**config.mk**
```make
export PLATFORM = sky130hd
export DESIGN_NAME = call_ret_ctrl
export DESIGN_NICKNAME = d
export VERILOG_FILES = /design/src/rtl/rnbip_pkg.sv /design/src/rtl/call_ret_ctrl_ret_ram.sv /design/src/rtl/call_ret_ctrl.sv
export SDC_FILE = /design/constraint.sdc
export NUM_CORES = 2
export LEC_CHECK = 0
export BUFFER_PORTS_ARGS = -buffer_cell sky130_fd_sc_hd__buf_2
export CAP_MARGIN = 0
export CORE_MARGIN = 3
export CORE_UTILIZATION = 30
export CTS_CLUSTER_DIAMETER = 40
export DETAILED_ROUTE_END_ITERATION = 8
export HOLD_SLACK_MARGIN = 0.15
export SLEW_MARGIN = 10
export SYNTH_ARGS = -nofsm -noshare
export SYNTH_HDL_FRONTEND = slang
export SYNTH_SLANG_ARGS = --single-unit
```
**constraint.sdc**
```tcl
create_clock -name clk -period 5 [get_ports clk]
set_input_delay 0.25 -clock clk [delete_from_list [all_inputs] [get_ports clk]]
set_output_delay 0.25 -clock clk [all_outputs]
set_load 0.02 [all_outputs]
```
**src/rtl/rnbip_pkg.sv**
```systemverilog
// ---------------------------------------------------------------------------
// rnbip_pkg
// Shared definitions for the RNBIP-2 CALL/RET path: the controller state
// encoding, default address/data widths, and the read/write code used by the
// stack-pointer block's rw input.
// ---------------------------------------------------------------------------
package rnbip_pkg;

    // Default widths: stack address from the stack-pointer block, stored PC.
    localparam int AW_DEF = 8;
    localparam int DW_DEF = 8;

    // Controller state encoding, kept as plain constants so legacy tools and
    // waveform scripts that match on raw values keep working.
    localparam logic [2:0] ST_IDLE   = 3'd0;
    localparam logic [2:0] ST_PUSH   = 3'd1;
    localparam logic [2:0] ST_POP    = 3'd2;
    localparam logic [2:0] ST_POP_RD = 3'd3;
    localparam logic [2:0] ST_DONE   = 3'd4;

    // Stack-pointer rw code: 0 moves the pointer up, 1 moves it down.
    localparam logic STK_PUSH = 1'b0;
    localparam logic STK_POP  = 1'b1;

    // True in the two states that move the stack pointer.
    function automatic logic stk_active(input logic [2:0] state);
        return (state == ST_PUSH) || (state == ST_POP);
    endfunction

endpackage : rnbip_pkg

```
**src/rtl/call_ret_ctrl_ret_ram.sv**
```systemverilog
// ---------------------------------------------------------------------------
// ret_ram
// Return-address storage: 2**AW entries of DW bits, one synchronous write
// port and one combinational read port.
//
// Ports:
//   clk      in   clock, rising edge
//   we_i     in   write enable
//   waddr_i  in   write address
//   wdata_i  in   write data
//   raddr_i  in   read address
//   rdata_o  out  read data (combinational from raddr_i)
// ---------------------------------------------------------------------------
module ret_ram
    import rnbip_pkg::*;
#(
    parameter int AW = AW_DEF,
    parameter int DW = DW_DEF
) (
    input  logic          clk,
    input  logic          we_i,
    input  logic [AW-1:0] waddr_i,
    input  logic [DW-1:0] wdata_i,
    input  logic [AW-1:0] raddr_i,
    output logic [DW-1:0] rdata_o
);

    logic [DW-1:0] mem_q [2**AW];

    // NOTE: the array has no reset branch on purpose; resetting a RAM turns it
    // into a flop bank, and every entry is written by a PUSH before any POP
    // can read it back.
    always_ff @(posedge clk) begin
        if (we_i) begin
            mem_q[waddr_i] <= wdata_i;
        end
    end

    assign rdata_o = mem_q[raddr_i];

endmodule : ret_ram

```
**src/rtl/call_ret_ctrl.sv**
```systemverilog
// ---------------------------------------------------------------------------
// call_ret_ctrl
// CALL/RET sequencer for the RNBIP-2 core. Drives the external stack-pointer
// block (en/rw), writes the return PC into ret_ram at the pointer's next-free
// slot on CALL, and reads it back from the decremented slot on RET. A live
// entry count lets it refuse overflow/underflow without touching the stack.
//
// Ports:
//   clk       in   clock, rising edge
//   rst       in   asynchronous active-low reset
//   req_call  in   CALL request (sampled in IDLE only)
//   req_ret   in   RET request  (sampled in IDLE only)
//   pc_in     in   return address to push, captured with req_call
//   stk_addr  in   next-free slot from the stack-pointer block
//   stk_en    out  stack-pointer enable, one cycle per move
//   stk_rw    out  STK_PUSH / STK_POP
//   ret_pc    out  last successfully popped return address
//   done      out  one-cycle completion pulse
//   err_ovf   out  CALL refused (stack full), meaningful with done
//   err_unf   out  RET refused (stack empty), meaningful with done
//   busy      out  controller not in IDLE
//   count     out  number of live entries
// ---------------------------------------------------------------------------
module call_ret_ctrl
    import rnbip_pkg::*;
#(
    parameter  int AW    = AW_DEF,
    parameter  int DW    = DW_DEF,
    parameter  int DEPTH = 16,
    localparam int CW    = $clog2(DEPTH + 1)
) (
    input  logic          clk,
    input  logic          rst,
    input  logic          req_call,
    input  logic          req_ret,
    input  logic [DW-1:0] pc_in,
    input  logic [AW-1:0] stk_addr,
    output logic          stk_en,
    output logic          stk_rw,
    output logic [DW-1:0] ret_pc,
    output logic          done,
    output logic          err_ovf,
    output logic          err_unf,
    output logic          busy,
    output logic [CW-1:0] count
);

    localparam logic [CW-1:0] DEPTH_C = CW'(DEPTH);
    localparam logic [CW-1:0] ONE_C   = CW'(1);

    logic [2:0]    state_q,   state_d;
    logic [CW-1:0] count_q,   count_d;
    logic [DW-1:0] pc_lat_q,  pc_lat_d;
    logic [DW-1:0] ret_pc_q,  ret_pc_d;
    logic          err_ovf_q, err_ovf_d;
    logic          err_unf_q, err_unf_d;

    logic          ram_we;
    logic [DW-1:0] ram_rdata;

    // -----------------------------------------------------------------------
    // Next-state logic
    // -----------------------------------------------------------------------
    // NOTE: every signal written below gets a default first, so no path through
    // the case statement leaves one unassigned and infers a latch.
    always_comb begin
        state_d   = state_q;
        count_d   = count_q;
        pc_lat_d  = pc_lat_q;
        ret_pc_d  = ret_pc_q;
        err_ovf_d = err_ovf_q;
        err_unf_d = err_unf_q;

        unique case (state_q)
            ST_IDLE: begin
                // Error flags live until the next accepted request; CALL has
                // priority when both requests are raised together.
                if (req_call) begin
                    err_ovf_d = 1'b0;
                    err_unf_d = 1'b0;
                    if (count_q == DEPTH_C) begin
                        err_ovf_d = 1'b1;
                        state_d   = ST_DONE;
                    end else begin
                        pc_lat_d  = pc_in;
                        state_d   = ST_PUSH;
                    end
                end else if (req_ret) begin
                    err_ovf_d = 1'b0;
                    err_unf_d = 1'b0;
                    if (count_q == '0) begin
                        err_unf_d = 1'b1;
                        state_d   = ST_DONE;
                    end else begin
                        state_d   = ST_POP;
                    end
                end
            end

            ST_PUSH: begin
                // The RAM write and the pointer increment share this edge.
                count_d = count_q + ONE_C;
                state_d = ST_DONE;
            end

            ST_POP: begin
                // Pointer decrements at this edge; the read waits one cycle so
                // it sees the decremented address.
                count_d = count_q - ONE_C;
                state_d = ST_POP_RD;
            end

            ST_POP_RD: begin
                ret_pc_d = ram_rdata;
                state_d  = ST_DONE;
            end

            ST_DONE: begin
                state_d = ST_IDLE;
            end

            default: begin
                state_d = ST_IDLE;
            end
        endcase
    end

    // -----------------------------------------------------------------------
    // State registers
    // -----------------------------------------------------------------------
    // NOTE: non-blocking assignments keep every register sampling the values
    // from before the edge, independent of statement order.
    always_ff @(posedge clk or negedge rst) begin
        if (!rst) begin
            state_q   <= ST_IDLE;
            count_q   <= '0;
            pc_lat_q  <= '0;
            ret_pc_q  <= '0;
            err_ovf_q <= 1'b0;
            err_unf_q <= 1'b0;
        end else begin
            state_q   <= state_d;
            count_q   <= count_d;
            pc_lat_q  <= pc_lat_d;
            ret_pc_q  <= ret_pc_d;
            err_ovf_q <= err_ovf_d;
            err_unf_q <= err_unf_d;
        end
    end

    // -----------------------------------------------------------------------
    // Return-address RAM: written and read at the pointer's current value.
    // -----------------------------------------------------------------------
    assign ram_we = (state_q == ST_PUSH);

    ret_ram #(
        .AW (AW),
        .DW (DW)
    ) u_ram (
        .clk     (clk),
        .we_i    (ram_we),
        .waddr_i (stk_addr),
        .wdata_i (pc_lat_q),
        .raddr_i (stk_addr),
        .rdata_o (ram_rdata)
    );

    // -----------------------------------------------------------------------
    // Moore decodes and registered outputs
    // -----------------------------------------------------------------------
    assign stk_en  = stk_active(state_q);
    assign stk_rw  = (state_q == ST_POP) ? STK_POP : STK_PUSH;
    assign busy    = (state_q != ST_IDLE);
    assign done    = (state_q == ST_DONE);
    assign ret_pc  = ret_pc_q;
    assign err_ovf = err_ovf_q;
    assign err_unf = err_unf_q;
    assign count   = count_q;

endmodule : call_ret_ctrl

```
==> impl_metrics.env <==
export IMPL_wl_met3_um=17000
export IMPL_crit_required_ns=5.76
export IMPL_core_area_mm2=0.268
export IMPL_path_delay_family="buffers and inverters"
export IMPL_rsz0062_at_grt="false"
export IMPL_slew_headroom_pct=21.9
export IMPL_dr_pass1_iters=6
export IMPL_worstSetupPathType="in2reg"
export IMPL_finClkSkew_ns=0.0971
export IMPL_worstPathCellList="buf_8, buf_12, buf_4, mux4_2, mux2i_1, o22ai_1, a211oi_1, nand2_1, nor3_1, o32ai_1"
export IMPL_ys_top_cells_by_count="edfxtp_1, mux4_2, nor2_1"
export IMPL_synth_cells=3792
export IMPL_clockRootBuffer="clkbuf_16"
export IMPL_viasPerCell=5.14
export IMPL_setup_viol=0
export IMPL_synth_area_leaders="edfxtp_1, mux4_2, mux2i_1"
export IMPL_ys_seq_elements=2074
export IMPL_ir_drop_v=0.000495
export IMPL_layout_drive_gt1_share_pct=28.8
export IMPL_synth_edf_count=2048
export IMPL_wl_met1_um=85800
export IMPL_synth_seq_area_share_pct=76.8
export IMPL_path_max_fanout=53
export IMPL_crit_slowest_cell="nor3_1"
export IMPL_wl_per_cell_um=26.7
export IMPL_routabilityCongestion=0.842
export IMPL_synth_warnings=0
export IMPL_critPathMaxStageDelay_ns=0.63
export IMPL_ys_flop_type="edfxtp_1"
export IMPL_clk_pin_slew_worst_paths_ns=0.06
export IMPL_postCtsSetupRepairBufs=0
export IMPL_post_route_min_period_ns=3.33
export IMPL_drtAntennaViolNets=0
export IMPL_clk_path_buf_depth=4
export IMPL_synthToLayoutAreaGrowth_pct=18.2
export IMPL_nets=4157
export IMPL_crit_path_end_kind="register"
export IMPL_synth_top_cell_area_share_pct=76.0
export IMPL_globalRouteOverflowTotal=0
export IMPL_cts_buffers_inserted=291
export IMPL_worst_path_buf_inv=3
export IMPL_rows=190
export IMPL_dp_hpwl_um=129000
export IMPL_finalCritPeriodShare_pct=66.6
export IMPL_dp_cells=7372
export IMPL_finalHoldViolCount=0
export IMPL_synth_area_mm2=0.0809
export IMPL_die_area_mm2=0.276
export IMPL_die_h_um=525
export IMPL_routed_wl_um=211000
export IMPL_critPathLaunchType="primary input"
export IMPL_ctsResizeCount=0
export IMPL_antenna_found_initial=7
export IMPL_initialDrtViolationCount=5067
export IMPL_fmax_mhz=300
export IMPL_dr_wl_met2_um=102000
export IMPL_top_layer="met4"
export IMPL_cts_tree="built"
export IMPL_cts_sinks=2074
export IMPL_synth_distinct_cells=65
export IMPL_maxCapViolations=0
export IMPL_setup_ws_ns=1.67
export IMPL_status="finished clean"
export IMPL_worst_pin_slew_ns=1.17
export IMPL_synth_most_common_cell="edfxtp_1"
export IMPL_place_ws_ns=0.726
export IMPL_clk_latency_ns=0.93
export IMPL_vias=40600
export IMPL_power_density_mw_per_mm2=487
export IMPL_grt_usage_pct=15.0
export IMPL_layoutNonFillerInstCount=7900
export IMPL_setup_tns_ns=0
export IMPL_leakagePower_nw=29.9
export IMPL_avgSynthCellArea_um2=21.3
export IMPL_cp_data_arrival_time_ns=4.09
export IMPL_portBuffers=38
export IMPL_slew_violations=0
export IMPL_io_pins=39
export IMPL_synth_fp_nets=3813
export IMPL_initial_core_util_pct=30.2
export IMPL_cts_hold_buf=23
export IMPL_remaining_drc_errors=0
export IMPL_grt_pass1_vias=40800
export IMPL_grt_pass1_wl_um=303000
export IMPL_synth_largest_area_cell="edfxtp_1"
export IMPL_async_flop_share_pct=1.25
export IMPL_utilization_pct=35.7
export IMPL_die_w_um=525
export IMPL_holdCritPathClass="in2reg"
export IMPL_grt_start_max_net_pins=173
export IMPL_htreeDepth=5
sequential cells by signal, summed over array words and instances (netlist names):
signal,count
count,5
err_ovf,1
err_unf,1
pc_lat_q,8
ret_pc,8
state_q,3
u_ram.mem_q,2048
worst reg2reg max path, cell delays in order (launching register included):
cell,delay [ns]
dfrtp_1,0.42
nand2b_1,0.27
nor2_1,0.33
buf_4,0.32
and2_1,0.20
nand2_1,0.35
nor2_1,0.99
power breakdown:
group / total (mW) / switching [mW] / internal, mW / leakage (nW)
registers: 22.6 / 0.689 / 21.9 / 18.7
clock network: 19.6 / 7.59 / 12.0 / 4.47
logic: 4.39 / 3.44 / 0.943 / 6.68
total: 46.6 / 11.7 / 34.9 / 29.9
cell type report:
class / count / area, µm²
well taps: 3552 / 4440
clock inverters: 166 / 1610
multi-input cells: 1482 / 17300
fillers: 24500 / 172000
diodes: 2 / 5.00
repair buffers: 277 / 2400
inverters: 10 / 37.5
clock buffers: 337 / 7670
flip-flops and latches: 2074 / 62200
path summary, 6_finish.rpt:
check | startpoint | depth (start not counted) | slack [ns] | end
max | stk_addr[0] | 10 | 1.67 | ret_pc[3]$_DFFE_PN0N_
min | pc_in[0] | 3 | 0.21 | pc_lat_q[0]$_DFFE_PN0P_
max reg2reg | state_q[2]$_DFFE_PN0P_ | 6 | 1.70 | u_ram.mem_q[152][3]$_DFFE_PP_
min reg2reg | state_q[2]$_DFFE_PN0P_ | 1 | 0.51 | state_q[0]$_DFFE_PN0P_
max in group asynchronous | rst | 4 | 4.23 | pc_lat_q[5]$_DFFE_PN0P_
min in group asynchronous | rst | 4 | 0.46 | ret_pc[0]$_DFFE_PN0N_
cells in the final DEF, fill, tap and decap left out, drive strengths merged, types with 12 or more instances in the layout:
cell            n
a32oi          15
nor3           32
nand2         114
buf           255
nor2b          13
o21ai          29
a211oi         15
mux2i         137
clkbuf        337
clkinv         78
mux2           35
inv            51
o22ai          61
clkinvlp       29
bufinv         18
dfrtp          26
dlygate4sd3    22
nor2          289
a22oi          31
mux4          501
a21oi          19
a31oi          12
edfxtp       2048
nand3          39
per-stage QoR:
| step | total power, mW | cell area [µm²] | hold slack [ns] |
|---|---|---|---|
| 6_report | 46.6 | 95700 | 0.212 |
| 2_1_floorplan | 25.4 | 80900 | -0.0456 |
| 3_5_place_dp | 27.4 | 86100 | 0.418 |
| 3_3_place_gp | 27.2 | 86100 | 0.416 |
| 4_1_cts | 47.0 | 95700 | 0.154 |
| 5_1_grt | 48.1 | 95700 | 0.181 |
layer usage:
layer	global-route usage, %	up-vias
met5	0	-
met4	4.92	0
met3	3.33	336
met2	23.9	1897
met1	20.3	21800
li1	-	16600
cells by family after synthesis:
| family | Yosys count | share of synthesized area (%) |
|---|---|---|
| AND/OR/NAND/NOR | 556 | 2.98 |
| multiplexers | 673 | 16.1 |
| AO/OA/AOI/OAI | 247 | 2.18 |
| buffers and inverters | 236 | 1.82 |
| adder cells (fa/ha/maj) | 1 | 0.0155 |
| flip-flops | 2074 | 76.8 |
| XOR/XNOR | 5 | 0.0541 |
Note: power is estimated with default switching activity, not from simulation.
